**src/rtl/serial_adder_pkg.sv**
```systemverilog
// Shared types for the bit-serial adder.
package serial_adder_pkg;

    typedef enum logic [1:0] {
        IDLE = 2'd0,
        RUN  = 2'd1,
        DONE = 2'd2
    } state_e;

endpackage

```
**src/rtl/fa_cell.sv**
```systemverilog
// One-bit combinational full adder, the arithmetic core of serial_adder.
module fa_cell (
    input  logic a,
    input  logic b,
    input  logic cin,
    output logic sum,
    output logic cout
);

    assign sum  = a ^ b ^ cin;
    assign cout = (a & b) | (a & cin) | (b & cin);

endmodule

```
**src/rtl/serial_adder.sv**
```systemverilog
// Bit-serial WIDTH-bit adder: one full-adder cell, LSB first, one bit per clock.
module serial_adder
    import serial_adder_pkg::*;
#(
    parameter int unsigned WIDTH = 8
) (
    input  logic             clk,
    input  logic             rst_n,
    input  logic             in_valid,
    output logic             in_ready,
    input  logic [WIDTH-1:0] a,
    input  logic [WIDTH-1:0] b,
    input  logic             cin,
    output logic             out_valid,
    input  logic             out_ready,
    output logic [WIDTH-1:0] sum,
    output logic             cout
);

    localparam int unsigned COUNT_W = $clog2(WIDTH) + 1;

    state_e               state_q, state_d;
    logic [WIDTH-1:0]     a_sr_q, a_sr_d;
    logic [WIDTH-1:0]     b_sr_q, b_sr_d;
    logic [WIDTH-1:0]     sum_sr_q, sum_sr_d;
    logic                 carry_q, carry_d;
    logic [COUNT_W-1:0]   count_q, count_d;

    logic cell_sum;
    logic cell_cout;

    fa_cell u_fa_cell (
        .a    (a_sr_q[0]),
        .b    (b_sr_q[0]),
        .cin  (carry_q),
        .sum  (cell_sum),
        .cout (cell_cout)
    );

    always_comb begin
        state_d  = state_q;
        a_sr_d   = a_sr_q;
        b_sr_d   = b_sr_q;
        sum_sr_d = sum_sr_q;
        carry_d  = carry_q;
        count_d  = count_q;
        case (state_q)
            IDLE: begin
                if (in_valid) begin
                    a_sr_d   = a;
                    b_sr_d   = b;
                    carry_d  = cin;
                    sum_sr_d = '0;
                    count_d  = '0;
                    state_d  = RUN;
                end
            end
            RUN: begin
                // Shift-then-insert keeps the MSB write legal when WIDTH == 1.
                sum_sr_d            = sum_sr_q >> 1;
                sum_sr_d[WIDTH-1]   = cell_sum;
                a_sr_d              = a_sr_q >> 1;
                b_sr_d              = b_sr_q >> 1;
                carry_d             = cell_cout;
                count_d             = count_q + COUNT_W'(1);
                if (count_q == COUNT_W'(WIDTH - 1)) begin
                    state_d = DONE;
                end
            end
            DONE: begin
                if (out_ready) begin
                    state_d = IDLE;
                end
            end
            default: begin
                state_d = IDLE;
            end
        endcase
    end

    always_ff @(posedge clk) begin
        if (!rst_n) begin
            state_q  <= IDLE;
            a_sr_q   <= '0;
            b_sr_q   <= '0;
            sum_sr_q <= '0;
            carry_q  <= 1'b0;
            count_q  <= '0;
        end else begin
            state_q  <= state_d;
            a_sr_q   <= a_sr_d;
            b_sr_q   <= b_sr_d;
            sum_sr_q <= sum_sr_d;
            carry_q  <= carry_d;
            count_q  <= count_d;
        end
    end

    assign in_ready  = (state_q == IDLE);
    assign out_valid = (state_q == DONE);
    assign sum       = sum_sr_q;
    assign cout      = carry_q;

endmodule
```
**config.mk**
```make
export PLATFORM = sky130hd
export DESIGN_NAME = serial_adder
export DESIGN_NICKNAME = d
export VERILOG_FILES = /design/src/rtl/serial_adder_pkg.sv /design/src/rtl/fa_cell.sv /design/src/rtl/serial_adder.sv
export SDC_FILE = /design/constraint.sdc
export NUM_CORES = 1
export LEC_CHECK = 0
export CORE_ASPECT_RATIO = 1.4
export CORE_UTILIZATION = 44
export DETAILED_ROUTE_END_ITERATION = 6
export PLACE_DENSITY = 0.76
export SYNTH_ARGS = -nofsm -noshare
export SYNTH_HDL_FRONTEND = slang
export SYNTH_HIERARCHICAL = 1
export SYNTH_SLANG_ARGS = --single-unit
```
**constraint.sdc**
```tcl
create_clock -name clk -period 1.45 [get_ports clk]
set_clock_uncertainty 0.2 [all_clocks]
set_input_delay 0.2175 -clock clk [delete_from_list [all_inputs] [get_ports clk]]
set_output_delay 0.2175 -clock clk [all_outputs]
set_load 0.1 [all_outputs]
```
Word level (Yosys, flattened, before mapping)
Cells that the tools add are included.
- register bits: 31
- output and inout port bits: 11
- word-level logic and storage cells: 38
- add/subtract/negate cells: 1
- equal/unequal tests: 6
- muxes and demuxes: 14
- bitwise operators: 7
- reductions and logical operators: 4
- operators by type and width (cell ; count):
    $pmux W8 S2 ; 3
    $mux W8 ; 3
    $pmux W4 S2 ; 1
    $mux W2 ; 3
    $pmux W2 S3 ; 1
    $add A4 B1 Y4 const B ; 1
    $eq A4 B3 Y1 const B ; 1
    $mux W4 ; 1
    $ne A2 B2 Y1 const B ; 2
    $and A1 B1 Y1 ; 3
    $reduce_and A3 Y1 ; 1
    $eq A2 B1 Y1 const B ; 1
    $eq A2 B2 Y1 const B ; 1
    $logic_not A2 Y1 ; 1
    $ne A2 B1 Y1 const B ; 1
    $or A1 B1 Y1 ; 2
    $pmux W1 S2 ; 1
    $reduce_and A2 Y1 ; 1
    $reduce_bool A2 Y1 ; 1
    $xor A1 B1 Y1 ; 2
    $mux W1 ; 1

Depth between registers and ports, before layout
- word-level depth: 4
- mapped depth: 5
- gate-level depth less buffers: 3

Cells and area by module
Netlist, hierarchy kept.
- by module, submodules not included (module ; instances ; cells an instance ; area an instance (um^2) ; sequential area each (um^2)):
    serial_adder ; 1 ; 156 ; 1431.4 ; 620.6
    fa_cell ; 1 ; 1 ; 20.0 ; 0.0

Least setup slack after synthesis
No wires, ideal clock.
- path kind: register to register
- from: reg state_q[1]
- to: reg state_q[1]
- setup time: 70 ps
- arrival: 2161 ps
- data required time: 1180 ps
- path slack: -980 ps
- stages on the path, launching flop included: 5
- path buffers: 1
- cell sequence: dfxtp_1 -> buf_2 -> nor2b_1 -> nand2b_1 -> a21oi_1
- longest elaborated chain between the ends: 3
- elaborated cells on any way between the ends: 8
- classes of those cells: eq/ne (5); mux (1); reduce/logical (2)
- ends and longest elaborated chain (what ; line ; text):
    start: declaration ; serial_adder.sv:22 ; state_e state_q, state_d;
    start signal: assignment ; serial_adder.sv:90 ; state_q <= state_d;
    $eq A2 B2 Y1 * ; - ;
    named net out_valid ; serial_adder.sv:14 ; output logic out_valid,
    $ne A2 B1 Y1 (no source line) ; - ;
    $reduce_and A3 Y1 (no source line) ; - ;
The timed path passes the listed nets; every way through them passes the cells marked *.
A chain may end at the register's enable or synchronous reset.

Final worst setup path
- from: reg state_q[0]
- to: out out_valid
- longest elaborated chain between the ends: 1
- ends and longest elaborated chain (what ; line ; text):
    $eq A2 B2 Y1 ; serial_adder.sv:100 ; assign out_valid = (state_q == DONE);
    end: declaration ; serial_adder.sv:14 ;
Every way passes these cells.

==> metrics.cfg <==
[place]
dp_hpwl_um=2489
gp_congestion=0.7767
placed_cells=226
numPortBuffers=31

[power]
power_switching_uw=538.3
internal-power_uw=1434
power-per-cell-area_mw_per_mm2=895.0
p_seq_share_pct=47.8
ir_worst_vdd_mv=0.6161
p_total_uw=1972
power.share.switching_pct=27.30
clock_power_share_pct=31.8
p_comb_share_pct=20.3
p_leak_uw=0.0008525

[finish]
num_antenna_cells=0
syn_to_final_growth_pct=51.81
drive_gt1_share_pct=30.85
final_cells=240
fin_nets=224

[routing]
vias_per_cell=5.921
drt_first_pass_iters=4
vias=1421
first_iter_violations=45
ant_nets=0
routedWlPerCell_um=16.63
totalWireLength_um=3991
drc=0

[timing]
setup_violations=2
slew_headroom_pct=81.04
finalCritPeriodShare_pct=103.2
tightest_slew_ns=0.2844
setup_ws_ns=-0.04635
fin_hold_ws_ns=0.3196
drv_slew=0
finalHoldViolCount=0
rsz0062_at_grt=yes
max_freq_mhz=668.3
period_needed_ns=1.496

[cts]
cts_tree=built
clkSinkCount=31
postCtsHoldBufs=0
clk_latency_ns=0.28
clockBufferDepth=2
htree_levels=2
cts-root-buf=clkbuf_8
clkSlewWorstSetupHoldPaths_ns=0.06
cts_made_buffers=5

[logic_synthesis]
yosys_most_used_dff=dfxtp_1
syn_area_mm2=0.001451
synth_top_family_by_area=compound AO/OA/AOI/OAI gates
synth-async-reset-ratio_pct=0
synth-compound-area-share_pct=29.66
syn-num-nets=180
synthSimpleGateAreaFrac_pct=17.59
synthAdderAreaFrac_pct=2.241
synthXorXnorAreaFrac_pct=0
muxShareOfSynthArea_pct=0.6897
syn_avg_cell_area_um2=9.245
syn-instance-count=157
synth_cell_type_count=33
ys_ff_latch=31
yosys_warnings=6
synth_edf_count=0
synth.yosys.seq_area_share_pct=42.76

[outcome]
status=complete, but fails checks
violations=setup timing

[worst_setup_path]
critPathSlowestCell=dfxtp_4
critPathTopFamily=flip-flops
arrival_ns=1.08
r2r_cells=4
path_class=flop to primary output
cp.required_ns=1.03
crit_path_end_kind=primary output
r2r-start=state_q[1]
critical_path.max_stage_delay_ns=0.34
reg2reg_slack_ns=0.01
worst-path-max-fanout=5
worstPathCellList=buf_6 > nor2b_4 > buf_12
r2r_end=b_sr_q[6]
worst-path-buf-inv=2
worst_setup_path_start_kind=flop

[global_route]
grtUsageTotal_pct=23.93
grt_pass1_vias=1421
antenna_found_initial=0
grt_overflow_total=0
grt_pass1_wl_um=6486
grt_max_degree=17

[floorplan]
num_rows=24
die_x_um=50.54
design.die.area_mm2=0.003536
die_h_um=69.96
core_mm2=0.003123
ios=32
start_util_pct=46.47

[min_path]
min_path_cells=2
min_path_type=flop to flop
hold-path-endpoint=count_q[3]
worstHoldStart=count_q[3]

[flow_run]
cap_violations=0

Yosys cell counts, drive strengths merged, types with 2 or more instances:
library cell	number	area (um2)
clkbuf	4	15.01
nand2	2	7.510
nor2	13	48.80
or3b	13	113.9
nor2b	2	12.51
buf	11	72.56
nor3	2	10.01
o221ai	13	113.9
dfxtp	31	620.6
o21ai	15	75.07
a21oi	18	90.09
nand3	2	10.01
a22oi	9	67.56
a32o	2	20.02
nand2b	2	20.02
inv	4	15.01
a22o	2	17.52
tightest hold or removal path, stage by stage, from the launching register on:
cell,delay [ns]
dfxtp_1,0.34
nand2_1,0.07
a31oi_1,0.07
final cells by class:
cell class                      instances  area [um2]
Fill cell                             243       919.6
Multi-Input combinational cell        107       783.3
Sequential cell                        31       641.9
Timing Repair Buffer                   51       626.9
Clock buffer                            7       76.32
Tap cell                               39       48.80
Inverter                                4       18.77
Timing Repair inverter                  1       7.507
sequential cells by signal, indices dropped and copies added (netlist names):
signal   cells
a_sr_q       8
b_sr_q       8
count_q      4
cout         1
state_q      2
sum          8
per-stage QoR:
step / worst slack [ns] / TNS [ns] / area [um2] / utilization [%]
floorplan: -0.07278 / -0.1162 / 1483 / -
global placement: -0.2772 / -6.793 / 1992 / 63.78
detailed placement: -0.3031 / -7.510 / 1992 / 63.78
CTS: -0.05483 / -0.08678 / 2135 / 68.35
global route: -0.07829 / -0.1953 / 2203 / 70.55
finish: -0.04635 / -0.06508 / 2203 / 70.55
power groups by stage:
stage	clock network (uW)	registers (uW)	logic, uW
after floorplan	0	990	179
after global routing	688	950	430
after global placement	0	961	345
after CTS	641	940	377
after detailed placement	0	964	353
final	628	943	401
layer usage:
metal	vias up	GRT usage, %	wire [um]
met5	-	0	0
met4	0	12.04	72
met3	11	5.011	240
met2	51	38.96	2059
met1	681	29.16	1619
li1	678	-	-
cell usage in the layout, fill, tap and decap left out, types with 2 or more instances in the layout:
| master | count |
|---|---|
| nor2_1 | 12 |
| o221ai_1 | 13 |
| buf_6 | 2 |
| nand2_1 | 2 |
| clkbuf_1 | 2 |
| clkinvlp_4 | 2 |
| buf_12 | 13 |
| a22oi_2 | 4 |
| clkbuf_8 | 5 |
| a22o_1 | 2 |
| buf_4 | 15 |
| o21ai_1 | 3 |
| dfxtp_4 | 3 |
| or3b_1 | 12 |
| clkdlybuf4s50_1 | 19 |
| a22oi_1 | 5 |
| nand3_1 | 2 |
| dfxtp_2 | 8 |
| a32o_1 | 2 |
| dfxtp_1 | 20 |
| o21ai_0 | 11 |
| a21oi_1 | 18 |
| inv_1 | 3 |
repair_timing:
action                                  4_1_cts  5_1_grt
gates cloned                                  1        2
endpoints found under the setup margin       12       24
endpoints found under the hold margin         0        0
buffers inserted                              3        1
gates resized for setup                       7       14
kinds of logic (layout without fill, tap and decap cells):
logic type,after synthesis,in the layout
compound gates,64,64
simple gates,40,40
flops,31,31
buf+inv,19,63
fa+ha+maj,2,2
mux,1,1
worst max path at each step:
| stage | cells after the start | endpoint | slack (ns) | startpoint |
|---|---|---|---|---|
| 5_1_grt | 3 | out_valid | -0.08 | state_q[0] |
| 4_1_cts | 3 | out_valid | -0.05 | state_q[0] |
| 2_1_floorplan | 4 | state_q[1] | -0.07 | state_q[1] |
| 3_3_place_gp | 5 | a_sr_q[5] | -0.28 | in_valid |
| 6_report | 3 | out_valid | -0.05 | state_q[0] |
| 3_5_place_dp | 5 | b_sr_q[6] | -0.30 | in_valid |
Power figures use the tool's default switching activity.
==> RTL edit 1 (same flow settings) <==
Make the reset (`rst_n`) asynchronous in one clocked block.
--- a/src/rtl/serial_adder.sv
+++ b/src/rtl/serial_adder.sv
@@ -78,7 +78,7 @@
         endcase
     end
 
-    always_ff @(posedge clk) begin
+    always_ff @(posedge clk or negedge rst_n) begin
         if (!rst_n) begin
             state_q  <= IDLE;
             a_sr_q   <= '0;
Behaviour: differs if rst_n is asserted again (counterexample within 4 cycles, from zero or initial values and one cycle with rst_n low); with rst_n held inactive, the same outputs for 10 cycles.
==> RTL edit 1 against the original RTL <==
The run still ends with negative setup slack left. Hold slack worse by 0.22 ns. Synthesized area shrank 5.9%. Sequential cell count unchanged. Critical endpoint unchanged. Wire length is 8.4% lower. Worst setup slack lost 0.12 ns. Highest routed layer unchanged. First-iteration DRC count shrank 38%. Cell area grew 0.51%. Critical path type unchanged.
Power is not compared: it rests on default switching activity, and its combinational part moved more than twofold at a synthesized area within 25%.
==> RTL edit 1: results (changes against the original RTL) <==
status=finished, violations left; failing checks=negative setup slack; R2R setup slack=-0.10 ns (-0.11 ns); R2R depth=6 (+2); Arrival @ worst endpoint=1.20 ns (+0.12 ns); hold crit path type=primary input to async pin; GRT Total Usage=23.1% (-0.79 points); ys async rst share=100% (+100 points); Num CTS Buffers=5 (unchanged); final worst slack=-0.167 ns (-0.121 ns); port bufs=31 (unchanged); clk root buf=clkbuf_8; CTS resizes=7 (unchanged); crit path max-delay cell type=dfrtp_2; post-CTS setup buffer count=7 (+4); Synth cell types=25 (-24%); first-pass GRT wire length=5650 um (-13%); Final ANT Viol Nets=0 (unchanged); Worst-Margin Slew=0.276 ns (-0.00870 ns); Placer Congestion=0.733 (-5.7%); # nets final=198 (-12%); RR Endpoint=b_sr_q[2]; H-Tree Depth=2 (unchanged); Post-Place Setup Slack=-0.143 ns (+0.160 ns); top cells by area, synth=dfrtp_1 (57%), a22oi_1 (8.2%), a22o_1 (6.4%); share of cells above drive strength 1=31.8% (+0.97 points); Syn Nets=143 (-21%); Max stage delay on crit path=0.45 ns (+0.11 ns); cell area power density=2570 nW/um2; Ys Warns=6 (unchanged); diodes inserted=0 (unchanged); Via density=5.56 (-6.1%); initial drt markers=28 (-38%); Syn-to-layout area delta=62.1%; detailed-router iteration count before antenna repair=4 (unchanged); Post-DP HPWL=2250 um (-9.4%); worst-case clock buffer depth=2 (unchanged); Area after DPL=1950 um2 (-2.3%); maximum fanout along the worst path=4 (-1); Critical R2R Launch=state_q[0]; Placed Instances=193 (-15%); largest area contributor in the synthesized netlist=dfrtp_1; Post-synth top cells=dfrtp_1 (31), nand2_1 (17), o21ai_1 (17), a22oi_1 (15), a22o_1 (10); Pleak=slightly below 1 nW; largest net degree at the start of global routing=32 (+15); CP top delay family=flip-flops; post-synthesis sequential area ratio=56.8% (+14 points); final setup fails=31 (+29); WL final=3650 um (-8.4%); final setup TNS=-2.14 ns (-2.08 ns); vias in the first global route=1,183 (-17%); antenna violations before repair=0 (unchanged); Worst-Skew Late Latency=0.28 ns (about the same); cells after synthesis=120 (-24%); Max IR drop VDD=1.82 mV; hold_ws=0.0984 ns (-0.221 ns); clock slew at reported path FFs=roughly 0.07 ns; final cell count without fillers=213 (-11%)
[RTL edit 1: changes by cell type after synthesis, moves of 8 or more]
cell / delta
dfrtp_1: +31
dfxtp_1: -31
a21oi_1: -17
nand2_1: +15
o21ai_1: +15
o21ai_0: -13
o221ai_1: -13
or3b_1: -13
nor2_1: -12
a22o_1: +8
[RTL edit 1: kinds of logic after synthesis]
family	Yosys count	share of synthesized area [%]
AO/OA/AOI/OAI	47	24.4
flip-flops	31	56.8
AND/OR/NAND/NOR	27	9.61
buffers and inverters	11	5.31
multiplexers	2	1.56
adder cells (fa/ha/maj)	2	2.38
[RTL edit 1: how the worst max path moves through the flow]
stage	startpoint	endpoint	slack [ns]	depth (start not counted)
finish	state_q[0]	out_valid	-0.17	3
global route	state_q[0]	out_valid	-0.20	3
CTS	state_q[0]	out_valid	-0.15	3
detailed placement	in_valid	a_sr_q[3]	-0.14	5
global placement	in_valid	count_q[0]	-0.10	4
floorplan	state_q[0]	a_sr_q[7]	-0.16	3
[RTL edit 1: metal layers]
metal | global-route usage, % | vias up | wire, um
li1 | - | 544 | -
met1 | 25.9 | 593 | 1380
met2 | 42.5 | 37 | 2050
met3 | 4.89 | 10 | 132
met4 | 9.93 | 0 | 97
met5 | 0 | - | 0
[RTL edit 1: power by group]
part | total [mW] | internal [mW] | switching [mW]
clock network | 0.744 | 0.433 | 0.312
logic | 3.34 | 1.53 | 1.81
registers | 1.59 | 1.23 | 0.359
total | 5.68 | 3.20 | 2.49
[RTL edit 1: layout make-up]
type                            count  area [um2]
Timing Repair Buffer               57         723
Sequential cell                    31         781
Multi-Input combinational cell     78         557
Fill cell                         186         692
Clock buffer                        8         100
Inverter                            2        7.51
Tap cell                           37        46.3
==> RTL edit 2 (same settings) <==
Without the edit above. The parameter `WIDTH` goes from 8 to 16.
--- a/src/rtl/serial_adder.sv
+++ b/src/rtl/serial_adder.sv
@@ -2,7 +2,7 @@
 module serial_adder
     import serial_adder_pkg::*;
 #(
-    parameter int unsigned WIDTH = 8
+    parameter int unsigned WIDTH = 16
 ) (
     input  logic             clk,
     input  logic             rst_n,
Ports: changed (resized a, b and sum); port bits go from 32 to 56. No check against the original RTL was run, so the function may have changed too.
==> RTL edit 2 against the original RTL <==
The flow still finishes with violations (negative setup slack). Synthesized area increased by 61%. Combinational power increased by 100%. Total power increased by 84%. Non-clock buffer count increased by 40. Worst setup slack got worse by 0.078 ns. Wire length increased by 82%. Die area increased by 59%. Critical path type unchanged. Sequential cell count increased by 25. Cell area increased by 77%. Clock power increased by 77%.
==> RTL edit 2: results (changes against the original RTL) <==
Placed Instances=391 (+73%); Via density=5.74 (-3.0%); Post-Place Setup Slack=-0.353 ns (-0.0496 ns); cells after synthesis=271 (+73%); Max IR drop VDD=0.610 mV (-0.92%); failing checks=negative setup slack; WL final=7270 um (+82%); port bufs=55 (+77%); met1 layer usage reported by global route=27.8% (-1.3 points); fillers=337 (+39%); crit path launch=state_q[1]; Pint=2.66 mW (+86%); initial drt markers=117 (+160%); slew margin rel.=81.4% (+0.36 points); Pleak=1.47 nW (+72%); met2 Use GR=40.5% (+1.6 points); Area after DPL=3300 um2 (+65%); R2R depth=7 (+3); top cells by area, synth=dfxtp_1 (48%), o2bb2ai_1 (10%), nor2_1 (8.0%); RR Endpoint=b_sr_q[10]; vias in the first global route=2,100 (+48%); R2R setup slack=-0.11 ns (-0.12 ns); Placer Congestion=0.784 (+0.98%); clock slew at reported path FFs=0.10 ns (+0.04 ns); Max stage delay on crit path=0.38 ns (+0.04 ns); first-pass GRT wire length=9950 um (+53%); final setup fails=37 (+35); Worst-Skew Late Latency=0.31 ns (+0.03 ns); final setup TNS=-1.70 ns (-1.64 ns); GRT Total Usage=23.0% (-0.95 points); maximum fanout along the worst path=3 (-2); average wire per cell in the routed design=17.7 um (+6.3%); largest net degree at the start of global routing=33 (+16); met3 usage=3.99% (-1.0 points); met2 wire length=3960 um (+92%); Post-DP HPWL=3930 um (+58%); detailed-router iteration count before antenna repair=5 (+1); Synth cell types=27 (-18%); Syn Nets=311 (+73%); compound-gate portion of the synthesized area=33.3% (+3.7 points); status=finished, violations left; post-synthesis adder-cell area fraction=1.92% (-0.32 points); post-synthesis sequential area ratio=47.9% (+5.1 points); final worst slack=-0.124 ns (-0.0781 ns); met3 WL=294 um (+23%); Post-Route M1 WL=2810 um (+74%)
## RTL edit 2: changes by cell type after synthesis, moves of 13 or more
cell / before / now
a21oi_1: 18 / 32
o221ai_1: 13 / 0
dfxtp_1: 31 / 56
o21ai_0: 13 / 32
o2bb2ai_1: 1 / 27
or3b_1: 13 / 0
nor2_1: 13 / 50
## RTL edit 2: area by class of cell
class,count,area (um2),share of cell area (%)
Clock buffer,6,93.8,2.40
Clock inverter,1,30.0,0.768
Inverter,5,23.8,0.608
Multi-Input combinational cell,186,1340,34.3
Sequential cell,56,1150,29.5
Tap cell,66,82.6,2.11
Timing Repair Buffer,91,1180,30.3
## RTL edit 2: repair_timing
item,CTS,global route
setup endpoints to repair,45,57
pin swaps,5,36
gates cloned,1,5
setup buffers,4,4
gates resized for setup,15,78
## RTL edit 2: power by group through the flow
stage | logic [mW] | clock network (mW) | registers [mW]
2_1_floorplan | 0.325 | 0 | 1.75
3_3_place_gp | 0.588 | 0 | 1.72
3_5_place_dp | 0.600 | 0 | 1.73
4_1_cts | 0.633 | 1.12 | 1.69
5_1_grt | 0.869 | 1.20 | 1.72
6_report | 0.820 | 1.11 | 1.70
## RTL edit 2: critical path: cells and delay by family, from the launching register on
family        cells  cell delay [ns]
simple gates      1             0.17
buf+inv           2             0.29
flops             1             0.38
## RTL edit 2: worst min-delay path by stage
stage	from	to	slack [ns]	depth (start not counted)
final	count_q[3]	count_q[3]	0.32	2
after floorplan	rst_n	b_sr_q[6]	0.16	2
after detailed placement	count_q[3]	count_q[3]	0.29	2
after global routing	count_q[3]	count_q[3]	0.34	2
after CTS	count_q[3]	count_q[3]	0.31	2
after global placement	count_q[4]	count_q[4]	0.27	2
